File: src/rtl/display_digit_mux_pkg.sv
// Shared definitions for the timer display path.
//   - Seven-segment patterns, active-high, bit order {g,f,e,d,c,b,a}.
//   - Segment bit positions on the 8-bit bus (dp on top).
//   - Shadow register layout and a one-hot helper.
package display_digit_mux_pkg;

  localparam int NUM_DIGITS = 4;
  localparam int BCD_W      = 4;
  localparam int SEG_W      = 7;

  // Bit positions on the segment bus; segments[SEG_DP] is the decimal point.
  typedef enum int {
    SEG_A  = 0,
    SEG_B  = 1,
    SEG_C  = 2,
    SEG_D  = 3,
    SEG_E  = 4,
    SEG_F  = 5,
    SEG_G  = 6,
    SEG_DP = 7
  } seg_bit_e;

  localparam logic [SEG_W-1:0] SEG_0    = 7'h3F;
  localparam logic [SEG_W-1:0] SEG_1    = 7'h06;
  localparam logic [SEG_W-1:0] SEG_2    = 7'h5B;
  localparam logic [SEG_W-1:0] SEG_3    = 7'h4F;
  localparam logic [SEG_W-1:0] SEG_4    = 7'h66;
  localparam logic [SEG_W-1:0] SEG_5    = 7'h6D;
  localparam logic [SEG_W-1:0] SEG_6    = 7'h7D;
  localparam logic [SEG_W-1:0] SEG_7    = 7'h07;
  localparam logic [SEG_W-1:0] SEG_8    = 7'h7F;
  localparam logic [SEG_W-1:0] SEG_9    = 7'h6F;
  localparam logic [SEG_W-1:0] SEG_DASH = 7'h40;
  localparam logic [SEG_W-1:0] SEG_OFF  = 7'h00;

  typedef struct packed {
    logic [NUM_DIGITS-1:0][BCD_W-1:0] digit;
    logic [NUM_DIGITS-1:0]            dp;
  } shadow_t;

  function automatic logic is_onehot(input logic [NUM_DIGITS-1:0] v);
    return (v != '0) && ((v & (v - 1'b1)) == '0);
  endfunction

endpackage

File: src/rtl/display_digit_mux_bcd_to_seven_segment.sv
// BCD to seven-segment decoder, purely combinational.
//   bcd_i : 4-bit BCD value
//   seg_o : active-high pattern {g,f,e,d,c,b,a}; 10..15 show a dash
module bcd_to_seven_segment
  import display_digit_mux_pkg::*;
(
  input  logic [BCD_W-1:0] bcd_i,
  output logic [SEG_W-1:0] seg_o
);

  always_comb begin
    seg_o = SEG_DASH;
    case (bcd_i)
      4'd0:    seg_o = SEG_0;
      4'd1:    seg_o = SEG_1;
      4'd2:    seg_o = SEG_2;
      4'd3:    seg_o = SEG_3;
      4'd4:    seg_o = SEG_4;
      4'd5:    seg_o = SEG_5;
      4'd6:    seg_o = SEG_6;
      4'd7:    seg_o = SEG_7;
      4'd8:    seg_o = SEG_8;
      4'd9:    seg_o = SEG_9;
      default: seg_o = SEG_DASH;
    endcase
  end

endmodule

File: src/rtl/display_digit_mux.sv
// Multiplexed four-digit seven-segment driver.
//   clock/reset  : rising-edge clock, async active-low reset
//   displays     : one-hot digit enable from the selector ring (bit3 = leftmost)
//   digits       : four BCD digits, [15:12] = leftmost
//   dp_mask      : decimal point per digit
//   load         : capture digits/dp_mask into the shadow
//   lz_blank     : suppress leading zeros
//   segments     : {dp,g,f,e,d,c,b,a}, registered
//   anodes       : per-digit drive, registered
//   select_fault : displays not one-hot, registered
// Blanks all anodes for BLANK_CYCLES+1 cycles after each selector change to
// avoid ghosting while the previous digit's drivers discharge.
module display_digit_mux
  import display_digit_mux_pkg::*;
#(
  parameter int BLANK_CYCLES = 2,
  parameter bit ACTIVE_LOW   = 1'b1
) (
  input  logic                        clock,
  input  logic                        reset,
  input  logic [NUM_DIGITS-1:0]       displays,
  input  logic [NUM_DIGITS*BCD_W-1:0] digits,
  input  logic [NUM_DIGITS-1:0]       dp_mask,
  input  logic                        load,
  input  logic                        lz_blank,
  output logic [SEG_W:0]              segments,
  output logic [NUM_DIGITS-1:0]       anodes,
  output logic                        select_fault
);

  localparam int CNT_W = (BLANK_CYCLES < 1) ? 1 : $clog2(BLANK_CYCLES + 1);
  localparam logic [CNT_W-1:0] BLANK_LOAD = CNT_W'(BLANK_CYCLES);

  shadow_t                    shadow_q, shadow_d;
  logic [NUM_DIGITS-1:0]      prev_sel_q;
  logic [CNT_W-1:0]           blank_cnt_q, blank_cnt_d;
  logic [SEG_W:0]             segments_q, segments_d;
  logic [NUM_DIGITS-1:0]      anodes_q, anodes_d;
  logic                       fault_q, fault_d;

  logic                       changed, blanking, onehot;
  logic [NUM_DIGITS-1:0]      lz_digit;
  logic [NUM_DIGITS-1:0][SEG_W-1:0] pat;
  logic [NUM_DIGITS-1:0][SEG_W:0]   lane_seg;

  // ---------------- per-digit decode ----------------
  for (genvar g = 0; g < NUM_DIGITS; g++) begin : g_lane
    bcd_to_seven_segment u_dec (
      .bcd_i (shadow_q.digit[g]),
      .seg_o (pat[g])
    );
    // Blanked digits keep their dp so e.g. "  .5" still shows the point.
    assign lane_seg[g] = {shadow_q.dp[g], lz_digit[g] ? SEG_OFF : pat[g]};
  end

  // Digit n is a leading zero only if it and every digit left of it are 0.
  always_comb begin
    logic zeros;
    lz_digit = '0;
    zeros    = lz_blank;
    for (int n = NUM_DIGITS - 1; n >= 1; n--) begin
      zeros       = zeros && (shadow_q.digit[n] == '0);
      lz_digit[n] = zeros;
    end
  end

  // ---------------- change detect / blank counter ----------------
  assign onehot  = is_onehot(displays);
  assign changed = (displays != prev_sel_q);

  always_comb begin
    blank_cnt_d = blank_cnt_q;
    if (changed)                blank_cnt_d = BLANK_LOAD;
    else if (blank_cnt_q != '0) blank_cnt_d = blank_cnt_q - CNT_W'(1);
  end

  // Dark on the change edge plus BLANK_CYCLES edges after it, giving
  // BLANK_CYCLES+1 inactive output cycles per change.
  assign blanking = changed || (blank_cnt_q != '0);

  assign shadow_d = load ? shadow_t'{digit: digits, dp: dp_mask} : shadow_q;

  // ---------------- output select (active-high) ----------------
  always_comb begin
    segments_d = '0;
    anodes_d   = '0;
    fault_d    = 1'b0;
    if (!onehot) begin
      fault_d = 1'b1;
    end else if (!blanking) begin
      anodes_d = displays;
      for (int n = 0; n < NUM_DIGITS; n++)
        if (displays[n]) segments_d = segments_d | lane_seg[n];
    end
  end

  // ---------------- registers ----------------
  always_ff @(posedge clock or negedge reset) begin
    if (!reset) begin
      shadow_q    <= '0;
      prev_sel_q  <= '0;
      blank_cnt_q <= '0;
      segments_q  <= {(SEG_W+1){ACTIVE_LOW}};
      anodes_q    <= {NUM_DIGITS{ACTIVE_LOW}};
      fault_q     <= 1'b0;
    end else begin
      shadow_q    <= shadow_d;
      prev_sel_q  <= displays;
      blank_cnt_q <= blank_cnt_d;
      // Polarity applied only here; everything upstream is active-high.
      segments_q  <= ACTIVE_LOW ? ~segments_d : segments_d;
      anodes_q    <= ACTIVE_LOW ? ~anodes_d   : anodes_d;
      fault_q     <= fault_d;
    end
  end

  assign segments     = segments_q;
  assign anodes       = anodes_q;
  assign select_fault = fault_q;

endmodule
File: config.mk
export PLATFORM = sky130hd
export DESIGN_NAME = display_digit_mux
export DESIGN_NICKNAME = d
export VERILOG_FILES = /design/src/rtl/display_digit_mux_pkg.sv /design/src/rtl/display_digit_mux_bcd_to_seven_segment.sv /design/src/rtl/display_digit_mux.sv
export SDC_FILE = /design/constraint.sdc
export NUM_CORES = 1
export LEC_CHECK = 0
export ABC_CLOCK_PERIOD_IN_PS = 1600
export BUFFER_PORTS_ARGS = -buffer_cell sky130_fd_sc_hd__buf_2
export CORE_UTILIZATION = 30
export CTS_BUF_LIST = sky130_fd_sc_hd__clkbuf_8
export CTS_CLUSTER_SIZE = 12
export DETAILED_ROUTE_END_ITERATION = 7
export PLACE_DENSITY = 0.55
export SYNTH_ARGS = -nofsm -noshare
export SYNTH_HDL_FRONTEND = slang
export SYNTH_HIERARCHICAL = 1
export SYNTH_SLANG_ARGS = --single-unit
export TNS_END_PERCENT = 100
File: constraint.sdc
create_clock -name clock -period 1.6 [get_ports clock]
set_clock_uncertainty 0.15 [all_clocks]
set_input_delay 0.24 -clock clock [delete_from_list [all_inputs] [get_ports clock]]
set_output_delay 0.24 -clock clock [all_outputs]
set_load 0.1 [all_outputs]
==> run metrics <==
critical path's slowest cell=dfrtp_1; Crit path arrival time=1.73 ns; FMAX=0.604 GHz; Synth Cell Area=2590 µm²; register area share after synthesis=0.382; crit end category=flop; relative slew slack=0.679; CTS tree=built; CP Launch Point=prev_sel_q[1]$_DFF_PN0_; CTS Buf Count=5; Slew Limit Fails=0; Critical path buffers and inverters=0; Core Region=8300 µm²; DR DRC count=0; yosys warns=6; clock tree buffer depth=2; failing checks=negative setup slack; most frequently used flop master after synthesis=dfrtp_1; adder-cell share of the synthesized area=0.121; Critical Path RT=1.68 ns; internal reg-to-reg setup slack=-0.05 ns; Reg-to-Reg End=segments[3]$_DFF_PN1_; startpoint types=flop; Synth Area per Inst=10.7 µm²; Worst path depth=4; reg2reg start=prev_sel_q[1]$_DFF_PN0_; final setup fails=12; leakage power=1.56 nW; DIE AREA=9020 µm²; period utilization=1.03; max_cap viols=0; Die H=95.0 µm; Final Hold Fails=0; DR pass1 iterations=4; Synth Area in Simple Gates=0.124; antenna violations before repair=0; Synth Net Count=295; PortBufs=40; most frequent cells in the layout=31 x buf_4, 28 x buf_2, 24 x ha_1; clk_lat worst skew=0.30 ns; Starting Density=0.313; Routed Antenna Nets=0; area post-placement=3230 µm²; total I/O pin count=41; nets@finish=363; top fanout value on the critical path=7; final WL=5810 µm; share of cells above drive strength 1=0.511; CTS clk-pin slew, worst paths=0.08 ns; Yosys reg bits=39; TritonCTS Sinks=39; vias in the first global route=1,969; final instance area=3550 µm²; Worst Path Class, Setup=reg -> reg; Area growth syn-to-layout=37.0%; PD cells=756 nW/µm²; max incr delay on CP=0.40 ns; Yosys cell types=42; worst hold path class=in -> reg; commonest non-fill, non-tap cell in the layout=buf_4; Detailed Place HPWL=4330 µm; crit path to=segments[3]$_DFF_PN1_; Post-synth EDFFs=0; die width=95.0 µm; CTS root buffer=clkbuf_8; GPL Wtd Cong=0.774; Compound-Gate Fraction of Synth Area=0.166; first-pass GRT wire length=9520 µm; Crit path max-delay family=compound AO/OA/AOI/OAI gates; main combinational cell family by area after synthesis=compound AO/OA/AOI/OAI gates; mux cell area share after synthesis=0.111; RSZ-0062 raised after global routing=true; ys async rst share=1.00; XOR/XNOR Fraction of Synth Area=0.0203; CTS H-Tree Depth=2; total number of vias=1,986; CP cell instances=xor2_2, nor4_4, o2111ai_4, a31o_1; DRT iter0 DRCs=67; gr usage total=0.139; PnR worst setup slack=-0.0543 ns; Synth Instances=242; ANT cells=0; num rows=33; TNS Setup=-0.430 ns; DR vias/cell=4.77; total grt overflow=0; worst slew pin tran=0.484 ns; largest net degree at the start of global routing=40; Tmin final=1.65 ns; R2R depth=4; DR WL/cell=14.0 µm; peak supply drop=0.000441 V; status=finished with violations
==> Yosys cell counts (all sizes together), types with 8 or more instances <==
cell	instances	area (µm²)
buf	9	95.1
a21o	8	61.3
inv	22	82.6
ha	25	313
dfrtp	27	676
dfstp	12	315
o21ai	10	50.0
nand2	12	45.0
o22ai	12	75.1
nand3	15	75.1
mux2	25	289
==> stage by stage <==
step	hold slack, ns	util	std cells	setup slack, ns	power, mW
finish	0.0200	0.428	416	-0.0543	2.69
global placement	0.0766	0.389	402	-0.0997	1.82
detailed placement	0.0789	0.389	402	-0.107	1.84
CTS	0.0142	0.419	416	-0.0445	2.68
global route	0.0108	0.428	416	-0.137	2.85
floorplan	-0.206	-	242	0.00359	1.61
==> power breakdown <==
group          switching, mW  internal (mW)
sequential            0.0651           1.05
clock                  0.373          0.393
combinational          0.409          0.397
==> flip-flops by register name, summed over array words and instances (netlist names) <==
| name | count |
|---|---|
| lane_seg | 4 |
| select_fault | 1 |
| prev_sel_q | 4 |
| segments | 8 |
| blank_cnt_q | 2 |
| shadow_q | 16 |
| anodes | 4 |
==> logic make-up (layout without fill, tap and decap cells) <==
kind of cell / count (synthesis) / count (layout)
flops: 39 / 39
buf+inv: 36 / 105
fa+ha+maj: 25 / 25
xor+xnor: 6 / 6
simple gates: 54 / 54
mux: 25 / 25
compound gates: 57 / 57
==> area by class of cell <==
type,count,area (µm²)
fillers,778,4750
well taps,105,131
clock buffers,7,96.3
multi-input cells,167,1570
flip-flops and latches,39,1000
inverters,22,82.6
repair buffers,75,664
clock inverters,1,7.51
==> worst min-delay path by stage <==
stage               from                          to  cells past startpoint  slack [ns]
2_1_floorplan      reset  blank_cnt_q[0]$_DFFE_PN0P_                      0       -0.21
3_3_place_gp       reset     shadow_q[4]$_DFFE_PN0P_                      2        0.08
3_5_place_dp       reset      select_fault$_DFF_PN0_                      2        0.08
4_1_cts        digits[8]    shadow_q[12]$_DFFE_PN0P_                      2        0.01
5_1_grt        digits[2]     shadow_q[6]$_DFFE_PN0P_                      2        0.01
6_report       digits[8]    shadow_q[12]$_DFFE_PN0P_                      2        0.02
==> routing by layer <==
layer  global-route usage  up-vias  part of all wire
met5                    0        -                 0
met4               0.0480        0             0.013
met3               0.0306        7             0.039
met2                0.225       41              0.48
met1                0.181      942              0.47
li1                     -      996                 -
==> repair_timing <==
item                                    CTS  global route
resized for setup                        19            19
setup buffers                             4             1
pin swaps                                16            13
endpoints found under the setup margin   12            14
hold buffers                              2             0
endpoints found under the hold margin    40             0
Note: power is estimated with default switching activity, not from simulation.
